===== src/rtl/bn_phase_sequencer.sv =====
// Upstream control for the 1-to-3 BN demux. Each batch is streamed three times
// (sum, range, normalize), and every accepted sample is registered with its phase select.
module bn_phase_sequencer #(
    parameter int DATA_WIDTH = 16,
    parameter int CNT_WIDTH  = 10
) (
    input  logic                  clk,
    input  logic                  rst,
    input  logic                  start,
    input  logic [CNT_WIDTH-1:0]  batch_len,
    input  logic [DATA_WIDTH-1:0] in_data,
    input  logic                  in_valid,
    output logic                  in_ready,
    output logic [DATA_WIDTH-1:0] out_data,
    output logic [1:0]            out_sel,
    output logic                  out_valid,
    input  logic                  out_ready,
    output logic                  out_last,
    output logic                  busy,
    output logic                  batch_done,
    output logic [1:0]            dbg_state
);

    typedef enum logic [1:0] {
        IDLE    = 2'd0,
        PH_SUM  = 2'd1,
        PH_RNG  = 2'd2,
        PH_NORM = 2'd3
    } state_t;

    state_t               state, state_nx;
    logic [CNT_WIDTH-1:0] cnt, len_q;
    logic                 accept, last_in_phase, start_ok;
    logic [1:0]           phase_code;

    // Handshake: a transfer happens on a rising edge where valid && ready. in_ready
    // is high outside IDLE whenever the output register is empty or draining this
    // cycle; out_valid stays high and its payload stays stable until out_ready.
    always_comb begin
        in_ready      = (state != IDLE) && (!out_valid || out_ready);
        accept        = in_valid && in_ready;
        last_in_phase = (cnt == (len_q - CNT_WIDTH'(1)));
        start_ok      = (state == IDLE) && start && (batch_len != '0);
        phase_code    = 2'b11;
        state_nx      = state;
        case (state)
            IDLE: begin
                if (start_ok) state_nx = PH_SUM;
            end
            PH_SUM: begin
                phase_code = 2'b00;
                if (accept && last_in_phase) state_nx = PH_RNG;
            end
            PH_RNG: begin
                phase_code = 2'b01;
                if (accept && last_in_phase) state_nx = PH_NORM;
            end
            PH_NORM: begin
                phase_code = 2'b10;
                if (accept && last_in_phase) state_nx = IDLE;
            end
            default: state_nx = IDLE;
        endcase
    end

    assign busy      = (state != IDLE);
    assign dbg_state = state;

    always_ff @(posedge clk) begin
        if (rst) begin
            state      <= IDLE;
            cnt        <= '0;
            len_q      <= '0;
            out_data   <= '0;
            out_sel    <= 2'b11;
            out_valid  <= 1'b0;
            out_last   <= 1'b0;
            batch_done <= 1'b0;
        end else begin
            state      <= state_nx;
            batch_done <= (state == PH_NORM) && accept && last_in_phase;

            if (start_ok) begin
                len_q <= batch_len;
                cnt   <= '0;
            end else if (accept) begin
                cnt <= last_in_phase ? '0 : cnt + CNT_WIDTH'(1);
            end

            // Idle output parks on sel 2'b11 so the demux drives all branches to zero.
            if (accept) begin
                out_data  <= in_data;
                out_sel   <= phase_code;
                out_valid <= 1'b1;
                out_last  <= last_in_phase;
            end else if (out_valid && out_ready) begin
                out_valid <= 1'b0;
                out_sel   <= 2'b11;
                out_last  <= 1'b0;
            end
        end
    end

endmodule


===== config.mk =====
export PLATFORM = sky130hd
export DESIGN_NAME = bn_phase_sequencer
export DESIGN_NICKNAME = d
export VERILOG_FILES = /design/src/rtl/bn_phase_sequencer.sv
export SDC_FILE = /design/constraint.sdc
export NUM_CORES = 1
export LEC_CHECK = 0
export ABC_AREA = 1
export BUFFER_PORTS_ARGS = -buffer_cell sky130_fd_sc_hd__buf_2
export CORE_MARGIN = 2
export CORE_UTILIZATION = 40
export DETAILED_ROUTE_END_ITERATION = 6
export PLACE_DENSITY_LB_ADDON = 0.05
export SLEW_MARGIN = 30
export SYNTH_ARGS = -nofsm -noshare
export SYNTH_HDL_FRONTEND = slang
export SYNTH_SLANG_ARGS = --single-unit
export TNS_END_PERCENT = 5

===== constraint.sdc =====
create_clock -name clk -period 1.6 [get_ports clk]
set_clock_uncertainty 0.1 [all_clocks]
set_input_delay 0.24 -clock clk [delete_from_list [all_inputs] [get_ports clk]]
set_output_delay 0.24 -clock clk [all_outputs]
set_load 0.01 [all_outputs]

# Yosys cells after proc, flatten, opt, wreduce, memory -nomap -nowiden
# Cells that the tools add are included.
[classes] add_sub_neg=2 muxes=12 reduce_logical=16 n_eq_ne=8
[op_table] cell="$mux W2" count=6
[op_table] cell="$add A10 B1 Y10 const B" count=1
[op_table] cell="$eq A10 B10 Y1" count=1
[op_table] cell="$mux W10" count=1
[op_table] cell="$reduce_bool A10 Y1" count=1
[op_table] cell="$sub A10 B1 Y10 const B" count=1
[op_table] cell="$logic_and A1 B1 Y1" count=8
[op_table] cell="$ne A2 B2 Y1 const B" count=4
[op_table] cell="$pmux W2 S4" count=1
[op_table] cell="$pmux W2 S3" count=1
[op_table] cell="$eq A2 B2 Y1 const B" count=2
[op_table] cell="$reduce_and A4 Y1" count=1
[op_table] cell="$reduce_bool A2 Y1" count=2
[op_table] cell="$mux W1" count=3
[op_table] cell="$eq A2 B1 Y1 const B" count=1
[op_table] cell="$logic_not A2 Y1" count=1
[op_table] cell="$reduce_or A2 Y1" count=1
[op_table] cell="$logic_not A1 Y1" count=1
[op_table] cell="$logic_or A1 B1 Y1" count=1
[totals] output_inout_bits=25 reg_bits=43 elab_cells=46

# Depth between registers and ports, before layout
[depth] ltp_word=7 mapped_depth=15 mapped_depth_nobuf=15

# Worst setup path after synthesis
# Ideal clock, no wire load.
[synth_path] kind="register to register" startpoint="reg state[0] (netlist: dbg_state[0])" endpoint="reg cnt[8]" path_slack_ns=-0.293 period_less_slack_ns=1.893 path_stages_with_launch=13 t_arrival_ns=1.676 path_buffers=0 path_cell_list="dfxtp_1 -> inv_1 -> ha_1 -> inv_2 -> nand2_2 -> nor2_4 -> inv_2 -> nor2_4 -> nand2_1 -> nor3_2 -> nand3_1 -> nor2_1 -> nor3b_2"
[synth_between] word_cells_on_any_way=7
[synth_lines] element="from (decl)" line="31" rtl="state_t state, state_nx;"
[synth_lines] element="from (signal assigned)" line="80" rtl="state <= state_nx;"
[synth_lines] element="$reduce_bool A2 Y1"
[synth_lines] element="net busy" line="19" rtl="output logic busy,"
[synth_lines] element="$logic_and A1 B1 Y1" line="40" rtl="in_ready = (state != IDLE) && (!out_valid || out_ready);"
[synth_lines] element="$logic_and A1 B1 Y1" line="41" rtl="accept = in_valid && in_ready;"
[synth_lines] element="to (signal assigned)" line="87" rtl="cnt <= last_in_phase ? '0 : cnt + CNT_WIDTH'(1);"
[synth_lines] element="to (decl)" line="32" rtl="logic [CNT_WIDTH-1:0] cnt, len_q;"
# The timed path passes the listed nets, and every way through them passes these cells.
# A chain may end at the register's enable or synchronous reset.

# Final worst setup path
[layout_path] startpoint="reg len_q[0]" endpoint="reg state[0] (netlist: dbg_state[0])"
[layout_between] elab_chain_len=5 word_cells_on_any_way=7
[layout_lines] element="from (decl)" line="32"
[layout_lines] element="from (signal assigned)" line="84" rtl="len_q <= batch_len;"
[layout_lines] element="$sub A10 B1 Y10 (*)" line="42" rtl="last_in_phase = (cnt == (len_q - CNT_WIDTH'(1)));"
[layout_lines] element="$eq A10 B10 Y1 (*)" line="42"
[layout_lines] element="$logic_and A1 B1 Y1 (*)" line="52, 56, 60"
[layout_lines] element="$ne A2 B2 Y1 (no source line)"
[layout_lines] element="$reduce_and A4 Y1 (no source line) (*)"
# Mark *: on every way between the ends. The rest lies on a longest branch, timed or not.

==> results.sh <==
export IMPL_grt_pass1_vias=2149
export IMPL_htreeDepth=2
export IMPL_ys_warn_count=0
export IMPL_grt_ovfl_total=0
export IMPL_path_cells="inv_2, ha_4, inv_2, nand2_1, nand2_1, nor2_1, nand2_1, nor2_1, nand2_1, nor2_2, nand3_4, nand2_4, nand3_2, nand2_1, nor2_1"
export IMPL_async_flop_share_pct=0
export IMPL_maxCapViolCount=0
export IMPL_worst_slack_ps=-179
export IMPL_viasPerCell=4.59
export IMPL_crit_top_cell="nand2_1"
export IMPL_fillers=538
export IMPL_cpPeakStageDelay_ps=340
export IMPL_die_area_sq_mm=0.00608
export IMPL_fin_crit_ps=1780
export IMPL_p_leak_uw=0.00149
export IMPL_cts_sinks=43
export IMPL_synth_edff_count=0
export IMPL_synth_top_family_by_area="simple AND/OR/NAND/NOR gates"
export IMPL_die_x_um=78.0
export IMPL_synth_area_sq_mm=0.00219
export IMPL_synth_top_area_share_pct=39.3
export IMPL_endpoint_kind="flip-flop"
export IMPL_total_power_uw=4510
export IMPL_firstDrtPassIters=4
export IMPL_yosysUniqueCellTypes=28
export IMPL_grt_pass1_wl_um=9540
export IMPL_drt_first_iter_violations=107
export IMPL_synth_area_top_cells="dfxtp_1, nand2_1, nor2_1, o21ai_0, inv_1"
export IMPL_io_buffers=55
export IMPL_num_antenna_cells=0
export IMPL_power_density_mw_per_mm2=1530
export IMPL_cts_made_buffers=5
export IMPL_cts_root_buffer_cell="clkbuf_8"
export IMPL_avgSynthCellArea_sq_um=6.91
export IMPL_tns_ps=-1950
export IMPL_synthAdderAreaFrac_pct=4.00
export IMPL_nets=438
export IMPL_dp_hpwl_um=4090
export IMPL_setup_viol_count_final=14
export IMPL_hold_viol=0
export IMPL_rsz0062_at_grt="yes"
export IMPL_final_area_sq_mm=0.00295
export IMPL_drive_gt1_share_pct=33.4
export IMPL_ys_seq_area_share_pct=39.3
export IMPL_synth_area_leader_cell="dfxtp_1"
export IMPL_maxSlewViolCount=0
export IMPL_start_kind="flip-flop"
export IMPL_synthSimpleGateAreaFrac_pct=33.5
export IMPL_max_clock_freq_ghz=0.562
export IMPL_regArea_sq_um=871
export IMPL_path_class="reg2reg"
export IMPL_clock_latency_ps=300
export IMPL_io_pins=56
export IMPL_cts_tree="built"
export IMPL_synth_main_ff_cell="dfxtp_1"
export IMPL_cpMaxStageDelayCell="dfxtp_2"
export IMPL_clk_pin_slew_ps=80
export IMPL_ys_seq_elements=43
export IMPL_vdd_drop_max_v=0.000789
export IMPL_core_area_sq_mm=0.00520
export IMPL_post_cts_buffers=0
export IMPL_gp_congestion=0.826
export IMPL_wl_um=5340
export IMPL_grt_start_max_net_pins=23
export IMPL_worst_path_max_fanout=5
export IMPL_relSlewSlack_pct=80.4
export IMPL_final_antenna_net_count=0
export IMPL_cts_path_max_buffers=2
export IMPL_syn_nets=355
export IMPL_outcome="finished with violations"
export IMPL_avgRoutedWirePerCell_um=11.3
export IMPL_start_util_pct=42.1
export IMPL_cts_hold_buf=0
export IMPL_grt_usage_pct=19.6
export IMPL_synthMuxAreaShare_pct=0
export IMPL_hp_class="in2reg"
export IMPL_die_y_um=78.0
export IMPL_finalCritPeriodShare_pct=111
export IMPL_netlist_instances=317
export IMPL_vias=2163
export IMPL_required_ps=1700
export IMPL_antenna_found_initial=0
export IMPL_drt_drc_violations_left=0
export IMPL_worst_slew_pin_slew_ps=291
export IMPL_synth_compound_area_share_pct=10.5
export IMPL_rows=26
export IMPL_multi_input_area_sq_mm=0.00120
export IMPL_violations="setup timing"
export IMPL_dpl_cell_area_sq_mm=0.00278
export IMPL_syn2layout_area_growth_pct=34.5
export IMPL_synth_xor_area_share_pct=3.60
export IMPL_arrival_ps=1880
-- cell usage in the layout (no fill, tap or decap), drive strengths merged, types with 8 or more instances in the layout --
master   n
dfxtp   43
nand3   13
buf     85
nand2   69
inv     42
xor2     8
nor2    70
o21ai   29
a21oi   14
-- synth_stat cells (3+ instances only) --
| cell type | number |
|---|---|
| a21oi_1 | 14 |
| buf_2 | 3 |
| clkbuf_1 | 4 |
| dfxtp_1 | 43 |
| ha_1 | 7 |
| inv_1 | 37 |
| inv_2 | 5 |
| nand2_1 | 65 |
| nand3_1 | 11 |
| nor2_1 | 63 |
| nor2_2 | 4 |
| nor2_4 | 3 |
| nor3b_2 | 3 |
| o21ai_0 | 29 |
| xor2_1 | 8 |
-- final timing paths --
| check | start | endpoint | slack (ps) | cells after the start |
|---|---|---|---|---|
| max | len_q[0] | dbg_state[0] | -180 | 15 |
| min | rst | out_last | 50 | 2 |
| max reg2reg | len_q[0] | dbg_state[0] | -180 | 15 |
| min reg2reg | out_sel[0] | out_sel[0] | 370 | 2 |
-- area by class of cell --
type                            count  share of cell area, %
Timing Repair Buffer               85                   17.4
Tap cell                           70                   2.97
Inverter                           43                   5.82
Clock buffer                        7                   3.27
Sequential cell                    43                   29.6
Clock inverter                      1                  0.255
Multi-Input combinational cell    222                   40.7
-- state kept, by name, summed over array words and instances, names as in the netlist --
| register | cells |
|---|---|
| len_q | 10 |
| out_data | 16 |
| cnt | 10 |
| out_valid | 1 |
| batch_done | 1 |
| out_sel | 2 |
| out_last | 1 |
| dbg_state | 2 |
-- where the power goes --
part	internal [uW]	leakage, uW	total, uW	switching, uW
logic	933	0.00109	2250	1320
clock network	393	0.0000505	779	386
registers	1320	0.000354	1480	159
-- layer usage --
layer | share of wire [%] | up-vias | global-route usage, %
li1 | - | 1154 | -
met1 | 50 | 948 | 26.3
met2 | 44 | 53 | 31.4
met3 | 4.5 | 8 | 4.42
met4 | 1.5 | 0 | 5.96
met5 | 0 | - | 0
-- repair_timing --
| item | in CTS | in global routing |
|---|---|---|
| gates cloned | 0 | 0 |
| endpoints found under the setup margin | 16 | 16 |
| pin swaps | 4 | 0 |
| resized for setup | 10 | 9 |
-- critical path, delay by kind of cell, from the launching register on --
kind,cells,cell delay [ps]
flip-flops,1,340
adder cells (fa/ha/maj),1,260
buffers and inverters,2,80
AND/OR/NAND/NOR,12,920
-- metrics by stage --
| stage | worst slack, ps | utilization [%] | hold WS (ps) | std cells |
|---|---|---|---|---|
| finish | -179 | 56.6 | 50.8 | 471 |
| global route | -320 | 56.6 | 51.1 | 471 |
| CTS | -164 | 56.2 | 51.7 | 471 |
| detailed placement | -267 | 53.4 | 364 | 463 |
| global placement | -259 | 53.4 | 362 | 463 |
| floorplan | -194 | - | 209 | 317 |
-- cell families after synthesis --
kind of cell               Yosys count
and+or+nand+nor                    161
AOI/OAI and AO/OA                   45
DFF                                 43
buffers and inverters               52
adders and majority gates            7
xor gates and xnor gates             9
(Power assumes the default switching activity.)
